===== config.mk =====
export PLATFORM = sky130hd
export DESIGN_NAME = id_ex_stage
export DESIGN_NICKNAME = d
export VERILOG_FILES = /design/src/rtl/id_ex_stage_pkg.sv /design/src/rtl/id_ex_stage_forward_unit.sv /design/src/rtl/id_ex_stage.sv
export SDC_FILE = /design/constraint.sdc
export NUM_CORES = 1
export LEC_CHECK = 0
export CORE_MARGIN = 8
export CORE_UTILIZATION = 39
export DETAILED_ROUTE_END_ITERATION = 10
export GPL_ROUTABILITY_DRIVEN = 0
export GPL_TIMING_DRIVEN = 0
export PLACE_DENSITY = 0.79
export SLEW_MARGIN = 20
export SYNTH_ARGS = -nofsm -noshare
export SYNTH_HDL_FRONTEND = slang
export SYNTH_SLANG_ARGS = --single-unit

===== constraint.sdc =====
create_clock -name clk -period 2.2 [get_ports clk]
set_input_delay 0.33 -clock clk [delete_from_list [all_inputs] [get_ports clk]]
set_output_delay 0.33 -clock clk [all_outputs]
set_load 0.01 [all_outputs]

===== src/rtl/id_ex_stage_pkg.sv =====
// id_ex_stage_pkg: shared ALU op codes, forward-select codes and control bundle
// for the ID/EX pipeline register slice.
`default_nettype none

package id_ex_stage_pkg;

  localparam int DATA_WIDTH_DEF       = 32;
  localparam int ALU_OPTION_WIDTH_DEF = 3;
  localparam int REG_ADDR_WIDTH_DEF   = 5;

  localparam logic [2:0] ALU_ADD = 3'd0;
  localparam logic [2:0] ALU_SUB = 3'd1;
  localparam logic [2:0] ALU_AND = 3'd2;
  localparam logic [2:0] ALU_OR  = 3'd3;
  localparam logic [2:0] ALU_XOR = 3'd4;
  localparam logic [2:0] ALU_SLT = 3'd5;
  localparam logic [2:0] ALU_SLL = 3'd6;
  localparam logic [2:0] ALU_SRL = 3'd7;

  typedef logic [1:0] fwd_sel_t;

  localparam fwd_sel_t FWD_NONE  = 2'b00;
  localparam fwd_sel_t FWD_MEMWB = 2'b01;
  localparam fwd_sel_t FWD_EXMEM = 2'b10;

  typedef struct packed {
    logic reg_write;
    logic mem_read;
    logic mem_write;
  } ctrl_t;

endpackage

`default_nettype wire


===== src/rtl/id_ex_stage_forward_unit.sv =====
// forward_unit: picks the forwarding source for one EX-stage source operand.
// EX/MEM outranks MEM/WB; register x0 is never forwarded.
`default_nettype none

module forward_unit
  import id_ex_stage_pkg::*;
#(
  parameter int REG_ADDR_WIDTH = REG_ADDR_WIDTH_DEF
) (
  input  logic [REG_ADDR_WIDTH-1:0] rs_addr_i,
  input  logic                      ex_mem_reg_write_i,
  input  logic [REG_ADDR_WIDTH-1:0] ex_mem_rd_i,
  input  logic                      mem_wb_reg_write_i,
  input  logic [REG_ADDR_WIDTH-1:0] mem_wb_rd_i,
  output fwd_sel_t                  fwd_sel_o
);

  logic hit_exmem;
  logic hit_memwb;

  assign hit_exmem = ex_mem_reg_write_i && (ex_mem_rd_i != '0) && (ex_mem_rd_i == rs_addr_i);
  assign hit_memwb = mem_wb_reg_write_i && (mem_wb_rd_i != '0) && (mem_wb_rd_i == rs_addr_i);

  always_comb begin
    fwd_sel_o = FWD_NONE;
    if (hit_exmem) begin
      fwd_sel_o = FWD_EXMEM;
    end else if (hit_memwb) begin
      fwd_sel_o = FWD_MEMWB;
    end
  end

endmodule

`default_nettype wire


===== src/rtl/id_ex_stage.sv =====
// id_ex_stage: ID/EX pipeline register with EX operand forwarding and load-use
// stall detection. Optional ID_EX_PERF_CNT_EN adds stall/forward counters.
`default_nettype none

module id_ex_stage
  import id_ex_stage_pkg::*;
#(
  parameter int DATA_WIDTH       = DATA_WIDTH_DEF,
  parameter int ALU_OPTION_WIDTH = ALU_OPTION_WIDTH_DEF,
  parameter int REG_ADDR_WIDTH   = REG_ADDR_WIDTH_DEF
) (
  input  logic                        clk,
  input  logic                        rst,
  input  logic                        id_valid,
  input  logic [ALU_OPTION_WIDTH-1:0] id_alu_option,
  input  logic [REG_ADDR_WIDTH-1:0]   id_rs1_addr,
  input  logic [REG_ADDR_WIDTH-1:0]   id_rs2_addr,
  input  logic [DATA_WIDTH-1:0]       id_rs1_data,
  input  logic [DATA_WIDTH-1:0]       id_rs2_data,
  input  logic                        id_uses_rs2,
  input  logic [DATA_WIDTH-1:0]       id_imm,
  input  logic                        id_alu_src_imm,
  input  logic [REG_ADDR_WIDTH-1:0]   id_rd_addr,
  input  logic                        id_reg_write,
  input  logic                        id_mem_read,
  input  logic                        id_mem_write,
  input  logic                        flush,
  input  logic                        ex_mem_reg_write,
  input  logic [REG_ADDR_WIDTH-1:0]   ex_mem_rd,
  input  logic [DATA_WIDTH-1:0]       ex_mem_result,
  input  logic                        mem_wb_reg_write,
  input  logic [REG_ADDR_WIDTH-1:0]   mem_wb_rd,
  input  logic [DATA_WIDTH-1:0]       mem_wb_data,
  output logic                        stall,
  output logic                        ex_valid,
  output logic [ALU_OPTION_WIDTH-1:0] ALU_option,
  output logic [DATA_WIDTH-1:0]       A,
  output logic [DATA_WIDTH-1:0]       B,
  output logic [DATA_WIDTH-1:0]       ex_store_data,
  output logic [REG_ADDR_WIDTH-1:0]   ex_rd,
  output logic                        ex_reg_write,
  output logic                        ex_mem_read,
  output logic                        ex_mem_write
`ifdef ID_EX_PERF_CNT_EN
  ,
  output logic [31:0]                 stall_count,
  output logic [31:0]                 fwd_count
`endif
);

  logic                        valid_q, valid_d;
  logic [ALU_OPTION_WIDTH-1:0] alu_option_q, alu_option_d;
  logic [REG_ADDR_WIDTH-1:0]   rs1_addr_q, rs1_addr_d;
  logic [REG_ADDR_WIDTH-1:0]   rs2_addr_q, rs2_addr_d;
  logic [DATA_WIDTH-1:0]       rs1_data_q, rs1_data_d;
  logic [DATA_WIDTH-1:0]       rs2_data_q, rs2_data_d;
  logic [DATA_WIDTH-1:0]       imm_q, imm_d;
  logic                        alu_src_imm_q, alu_src_imm_d;
  logic [REG_ADDR_WIDTH-1:0]   rd_q, rd_d;
  ctrl_t                       ctrl_q, ctrl_d;

  fwd_sel_t                    fwd_sel_rs1;
  fwd_sel_t                    fwd_sel_rs2;
  logic [DATA_WIDTH-1:0]       rs1_fwd;
  logic [DATA_WIDTH-1:0]       rs2_fwd;
  logic                        rs_match;
  logic                        bubble;

  // Load-use: the value EX is loading is not available yet, so hold ID a cycle.
  assign rs_match = (id_rs1_addr == rd_q) || (id_uses_rs2 && (id_rs2_addr == rd_q));
  assign stall    = valid_q && ctrl_q.mem_read && (rd_q != '0) && id_valid && rs_match && !flush;
  assign bubble   = flush || stall;

  always_comb begin
    valid_d       = id_valid;
    alu_option_d  = id_alu_option;
    rs1_addr_d    = id_rs1_addr;
    rs2_addr_d    = id_rs2_addr;
    rs1_data_d    = id_rs1_data;
    rs2_data_d    = id_rs2_data;
    imm_d         = id_imm;
    alu_src_imm_d = id_alu_src_imm;
    rd_d          = id_rd_addr;
    ctrl_d        = '{reg_write: id_reg_write && id_valid,
                      mem_read:  id_mem_read  && id_valid,
                      mem_write: id_mem_write && id_valid};
    if (bubble) begin
      valid_d       = 1'b0;
      alu_option_d  = '0;
      rs1_addr_d    = '0;
      rs2_addr_d    = '0;
      rs1_data_d    = '0;
      rs2_data_d    = '0;
      imm_d         = '0;
      alu_src_imm_d = 1'b0;
      rd_d          = '0;
      ctrl_d        = '0;
    end
  end

  always_ff @(posedge clk) begin
    if (rst) begin
      valid_q       <= 1'b0;
      alu_option_q  <= '0;
      rs1_addr_q    <= '0;
      rs2_addr_q    <= '0;
      rs1_data_q    <= '0;
      rs2_data_q    <= '0;
      imm_q         <= '0;
      alu_src_imm_q <= 1'b0;
      rd_q          <= '0;
      ctrl_q        <= '0;
    end else begin
      valid_q       <= valid_d;
      alu_option_q  <= alu_option_d;
      rs1_addr_q    <= rs1_addr_d;
      rs2_addr_q    <= rs2_addr_d;
      rs1_data_q    <= rs1_data_d;
      rs2_data_q    <= rs2_data_d;
      imm_q         <= imm_d;
      alu_src_imm_q <= alu_src_imm_d;
      rd_q          <= rd_d;
      ctrl_q        <= ctrl_d;
    end
  end

  forward_unit #(.REG_ADDR_WIDTH(REG_ADDR_WIDTH)) u_fwd_rs1 (
    .rs_addr_i          (rs1_addr_q),
    .ex_mem_reg_write_i (ex_mem_reg_write),
    .ex_mem_rd_i        (ex_mem_rd),
    .mem_wb_reg_write_i (mem_wb_reg_write),
    .mem_wb_rd_i        (mem_wb_rd),
    .fwd_sel_o          (fwd_sel_rs1)
  );

  forward_unit #(.REG_ADDR_WIDTH(REG_ADDR_WIDTH)) u_fwd_rs2 (
    .rs_addr_i          (rs2_addr_q),
    .ex_mem_reg_write_i (ex_mem_reg_write),
    .ex_mem_rd_i        (ex_mem_rd),
    .mem_wb_reg_write_i (mem_wb_reg_write),
    .mem_wb_rd_i        (mem_wb_rd),
    .fwd_sel_o          (fwd_sel_rs2)
  );

  always_comb begin
    case (fwd_sel_rs1)
      FWD_EXMEM: rs1_fwd = ex_mem_result;
      FWD_MEMWB: rs1_fwd = mem_wb_data;
      default:   rs1_fwd = rs1_data_q;
    endcase
    case (fwd_sel_rs2)
      FWD_EXMEM: rs2_fwd = ex_mem_result;
      FWD_MEMWB: rs2_fwd = mem_wb_data;
      default:   rs2_fwd = rs2_data_q;
    endcase
  end

  assign ex_valid      = valid_q;
  assign ALU_option    = alu_option_q;
  assign A             = rs1_fwd;
  assign B             = alu_src_imm_q ? imm_q : rs2_fwd;
  assign ex_store_data = rs2_fwd;
  assign ex_rd         = rd_q;
  assign ex_reg_write  = ctrl_q.reg_write && valid_q;
  assign ex_mem_read   = ctrl_q.mem_read  && valid_q;
  assign ex_mem_write  = ctrl_q.mem_write && valid_q;

`ifdef ID_EX_PERF_CNT_EN
  logic [31:0] stall_count_q, stall_count_d;
  logic [31:0] fwd_count_q, fwd_count_d;
  logic        fwd_any;

  assign fwd_any = valid_q && ((fwd_sel_rs1 != FWD_NONE) || (fwd_sel_rs2 != FWD_NONE));

  always_comb begin
    stall_count_d = stall_count_q + {31'd0, stall};
    fwd_count_d   = fwd_count_q + {31'd0, fwd_any};
  end

  always_ff @(posedge clk) begin
    if (rst) begin
      stall_count_q <= '0;
      fwd_count_q   <= '0;
    end else begin
      stall_count_q <= stall_count_d;
      fwd_count_q   <= fwd_count_d;
    end
  end

  assign stall_count = stall_count_q;
  assign fwd_count   = fwd_count_q;
`endif

endmodule

`default_nettype wire

# Word-level counts from Yosys, hierarchy flattened
# Cells that the tools add are included.
dict set report classes {
  n_eq_ne 10
  n_mux 7
  reduce_logical 24
}
# operator count
set op_table {}
lappend op_table {{case mux 32 bit (2 select lines)} 2}
lappend op_table {{2-to-1 mux 32 bit} 1}
lappend op_table {{equality test 5 bit} 6}
lappend op_table {{logical AND 1 bit} 17}
lappend op_table {{nonzero test 5 bit} 3}
lappend op_table {{equality test 2 x 1 -> 1 bit, second input constant} 2}
lappend op_table {{equality test 2 bit, second input constant} 2}
lappend op_table {{2-to-1 mux 2 bit} 2}
lappend op_table {{logical OR 1 bit} 2}
lappend op_table {{2-to-1 mux 1 bit} 2}
lappend op_table {{OR reduction 2 bit} 1}
lappend op_table {{logical NOT 1 bit} 1}
dict set report word_totals {
  ff_bits 119
  out_inout_bits 109
  elab_cells 53
}

# Longest topological paths before layout
dict set report logic_depth {
  ltp_word 8
  depth_mapped 7
  ltp_nobuf 5
}

# Hierarchy
# Synthesis repeated with hierarchy kept, for this count alone.
dict set report hier_totals {
  cells_unflattened 721
  area_unflattened_um2 6104.6
}
# mod n_inst cells_per_inst area_each_um2
set modules_own_cells {}
lappend modules_own_cells {id_ex_stage 1 679 5786.8}
lappend modules_own_cells {forward_unit 2 21 158.9}

# Worst setup path after synthesis
# OpenSTA, ideal clock, no wires.
dict set report synth_path {
  path_kind {input to output}
  start {input mem_wb_rd[0]}
  end {output A[0]}
  arrival_time_ns 1.886
  t_required_ns 1.870
  setup_slack_ns -0.016
  stages 7
  path_buffers 2
  cell_sequence {or4_1 -> o21a_1 -> and4_1 -> buf_2 -> buf_6 -> mux2i_1 -> o21ai_0}
}
dict set report synth_via {
  elab_chain_cells 7
  word_cells_on_any_way 9
}
# item line
set synth_lines {}
lappend synth_lines {{from (decl)} id_ex_stage.sv:32} ;# input logic [REG_ADDR_WIDTH-1:0] mem_wb_rd,
lappend synth_lines {{nonzero test 5 bit} id_ex_stage_forward_unit.sv:22} ;# assign hit_memwb = mem_wb_reg_write_i && (mem_wb_rd_i != '0) && (mem_wb_rd_i == rs_addr_i);
lappend synth_lines {{logical AND 1 bit} id_ex_stage_forward_unit.sv:22}
lappend synth_lines {{logical AND 1 bit (*)} id_ex_stage_forward_unit.sv:22}
lappend synth_lines {{2-to-1 mux 1 bit (*)} id_ex_stage_forward_unit.sv:28} ;# end else if (hit_memwb) begin
lappend synth_lines {{2-to-1 mux 2 bit (*)} id_ex_stage_forward_unit.sv:26} ;# if (hit_exmem) begin
lappend synth_lines {{equality test 2 x 1 -> 1 bit or equality test 2 bit (tied branches)} id_ex_stage.sv:146} ;# case (fwd_sel_rs1)
lappend synth_lines {{case mux 32 bit (2 select lines) (*)} id_ex_stage.sv:146}
lappend synth_lines {{to (decl)} id_ex_stage.sv:37} ;# output logic [DATA_WIDTH-1:0] A,
# Mark *: on every way between the ends. The rest lies on a longest branch, timed or not.

# Worst setup path in the final report
dict set report layout_path {
  start {register rs2_addr_q[2]}
  end {output B[26]}
}
dict set report layout_via {
  elab_chain_cells 7
  word_cells_on_any_way 10
}
# item line
set layout_lines {}
lappend layout_lines {{from (decl)} id_ex_stage.sv:54} ;# logic [REG_ADDR_WIDTH-1:0] rs2_addr_q, rs2_addr_d;
lappend layout_lines {{from (signal assigned)} id_ex_stage.sv:117} ;# rs2_addr_q <= rs2_addr_d;
lappend layout_lines {{equality test 5 bit} id_ex_stage_forward_unit.sv:22}
lappend layout_lines {{logical AND 1 bit} id_ex_stage_forward_unit.sv:22}
lappend layout_lines {{2-to-1 mux 1 bit} id_ex_stage_forward_unit.sv:28}
lappend layout_lines {{2-to-1 mux 2 bit (*)} id_ex_stage_forward_unit.sv:26}
lappend layout_lines {{equality test 2 x 1 -> 1 bit or equality test 2 bit (tied branches)} id_ex_stage.sv:151} ;# case (fwd_sel_rs2)
lappend layout_lines {{case mux 32 bit (2 select lines) (*)} id_ex_stage.sv:151}
lappend layout_lines {{2-to-1 mux 32 bit (*)} id_ex_stage.sv:161} ;# assign B = alu_src_imm_q ? imm_q : rs2_fwd;
lappend layout_lines {{to (decl)} id_ex_stage.sv:38} ;# output logic [DATA_WIDTH-1:0] B,
# Marked as above.

==> flow_summary.yaml <==
sta:
  slew_viol_final: 0
  post-route-period-util: 1.190
  postLayoutSetupSlackWorst_ns: -0.4177
  relSlewSlack: 0.4730
  worstMarginPinSlew_ns: 0.7904
  hold_viol: 0
  min_period_ns: 2.618
  rsz0062_at_grt: "yes"
  fin_worst_skew_ns: 0.006415
  setup_viol: 96
  fmax_mhz: 382.0
  fin_tns_setup_ns: -26.71
logic_synthesis:
  synth_top_flop_cell: "dfxtp_1"
  synth_top_area_cell: "dfxtp_1"
  synthArstFlopShare: 0
  synthMuxAreaShare: 0.1140
  syn_inst: 630
  ys_seq_area_frac: 0.4240
  yosys.area.top_type_share: 0.4240
  synth-simple-area-share: 0.2278
  synth_xor_area_frac: 0.04676
  synth_seq_cells: 119
  synth_area_leaders: "dfxtp_1 42%, and2_1 13%, mux2i_1 11%, a221oi_1 4.4%, nor3_1 3.2%"
  ys_warn_count: 0
  synth_area_um2: 5619
  ys_types: 29
  synth_top_family_by_area: "simple AND/OR/NAND/NOR gates"
  synth_fa_ha_area_frac: 0
  syn_area_per_cell_um2: 8.919
  syn_nets: 829
  synth_compound_area_frac: 0.1202
  synth-edff-count: 0
floorplan:
  rows: 44
  die-area_um2: 18510
  coreArea_um2: 14310
  initial_core_util: 0.3926
  die_w_um: 136.0
  io_pins: 308
  die_h_um: 136.0
cells_and_area:
  multi_input_area_um2: 3670
  final_common_cell: "clkdlybuf4s50_1"
  area_growth_pct: 94.23
  register_area_um2: 2397
  layout-drive-gt1-share: 0.3535
  final_cell_mix: "200 x clkdlybuf4s50_1, 119 x and2_1, 111 x dfxtp_1, 93 x buf_2"
  final_cells: 1212
  fillers: 981
  nets: 1213
critical_path:
  worstPathRequired_ns: 1.87
  crit_path_start: "rs2_addr_q[2]"
  cpMostUsedCell: "buf_12"
  crit_chain: "xor2_2, nor3_2, nand4_4, buf_12, buf_12, buf_12, mux2i_4, a221oi_2, buf_2"
  slowest_delay_ns: 0.35
  reg2reg_from: "ex_rd[3]"
  cp_max_fo: 8
  cp_data_arrival_time_ns: 2.29
  cp_slowest_cell: "dfxtp_4"
  end_kind: "output port"
  r2r_cells: 6
  startpoint_type: "flop"
  path_class: "reg2out"
global_route:
  grt_usage: 0.2727
  gr-total-overflow: 0
  antenna_found_initial: 1
  grt_pass1_vias: 6413
  grt_pass1_wl_um: 37870
  grt_max_degree: 17
power:
  p_per_area_nw_per_um2: 576.3
  power_leakage_nw: 4.448
  ir_worst_vdd_mv: 0.5090
  total_power_mw: 6.289
routing:
  drc: 0
  drt-vias-per-instance: 5.129
  drt_iter0_drc: 312
  finalWirelength_um: 26360
  wire_per_inst_um: 21.75
  drtAntennaViolNets: 0
  routed-via-count: 6216
  drt_pass1_iterations: 5
clocking:
  htree_num_levels: 4
  numCtsBuffers: 17
  cts_tree: "done"
  clk_pin_slew_ns: 0.06
  cts_buffer_depth: 2
  clkSinkCount: 119
  ctsRootBufferMaster: "clkbuf_16"
  hold_buffers: 0
  clk_latency_ns: 0.42
job:
  drv_cap: 0
placement:
  dp_hpwl_um: 17900
  io_buffer_count: 307
  dp.cells: 1121
status:
  outcome: "finished with violations"
  violations: "negative setup slack"
min_path:
  hold_class: "in2reg"
  hold_depth: 2
  hold_start: "id_rs2_data[25]"
[synthesized netlist by cell type (2+ instances only)]
library cell / number
mux2i_1: 64
nor3_1: 36
and4_1: 2
xnor2_1: 16
nand2_1: 35
clkbuf_2: 11
and2_1: 119
buf_4: 2
inv_1: 32
buf_6: 6
a221oi_2: 4
nor2_1: 34
buf_2: 12
clkbuf_1: 16
xor2_1: 14
and3_1: 3
o21ai_0: 32
nand3_1: 2
a21oi_1: 32
a221oi_1: 28
or4_1: 3
o21a_1: 2
dfxtp_1: 119
[where the power goes]
part / switching (mW) / internal, mW / total (mW)
clock network: 0.984 / 1.78 / 2.76
registers: 0.0441 / 2.24 / 2.29
logic: 0.529 / 0.711 / 1.24
[critical path: cells and delay by family, from the launching register on]
kind	cells	cell delay [ns]
multiplexers	1	0.18
flip-flops	1	0.35
AO/OA/AOI/OAI	1	0.23
buffers and inverters	4	0.63
XOR/XNOR	1	0.14
AND/OR/NAND/NOR	2	0.32
[flip-flops by register name, indices dropped and copies added (netlist names)]
signal         flops
ALU_option         3
alu_src_imm_q      1
ctrl_q             3
ex_rd              5
ex_valid           1
imm_q             32
rs1_addr_q         5
rs1_data_q        32
rs2_addr_q         5
rs2_data_q        32
[layer usage]
layer	wire [µm]	part of all wire	track usage
met5	0	0	0
met4	980	0.037	0.1312
met3	1959	0.074	0.07391
met2	13180	0.50	0.4678
met1	10240	0.39	0.3074
[final timing paths]
path / slack (ns) / endpoint
setup / recovery: -0.42 / B[26]
setup reg to reg: 0.08 / rs2_data_q[10]
hold reg to reg: 1.10 / rs1_data_q[3]
hold / removal: 0.46 / rs2_data_q[25]
[cell type report]
| cell class | instances | area share |
|---|---|---|
| Multi-Input combinational cell | 433 | 0.3362 |
| Sequential cell | 119 | 0.2196 |
| Buffer | 42 | 0.04207 |
| Clock buffer | 24 | 0.04505 |
| Inverter | 32 | 0.01101 |
| Antenna cell | 1 | 0.0002293 |
| Timing Repair Buffer | 369 | 0.3159 |
| Clock inverter | 8 | 0.008713 |
| Tap cell | 184 | 0.02109 |
[cells by family after synthesis]
group | count (synthesis)
AO/OA/AOI/OAI | 102
XOR/XNOR | 30
buffers and inverters | 79
flip-flops | 119
multiplexers | 64
AND/OR/NAND/NOR | 236
[per-stage QoR]
step	hold slack, ns	utilization	area [µm²]	setup slack (ns)
final	0.4643	0.7625	10910	-0.4177
after global placement	0.8956	0.6233	8922	-1.450
after global routing	0.4670	0.7625	10910	-0.5156
after floorplan	0.4517	-	5619	0.06008
after detailed placement	0.8975	0.6233	8922	-1.451
after CTS	0.4526	0.7392	10580	-0.4435
[timing repair]
item / in CTS / in global routing
pin swaps: 37 / 26
cloned: 13 / 1
buffers inserted: 42 / 12
endpoints found under the setup margin: 97 / 157
gates resized for setup: 659 / 86
Power figures use the tool's default switching activity.
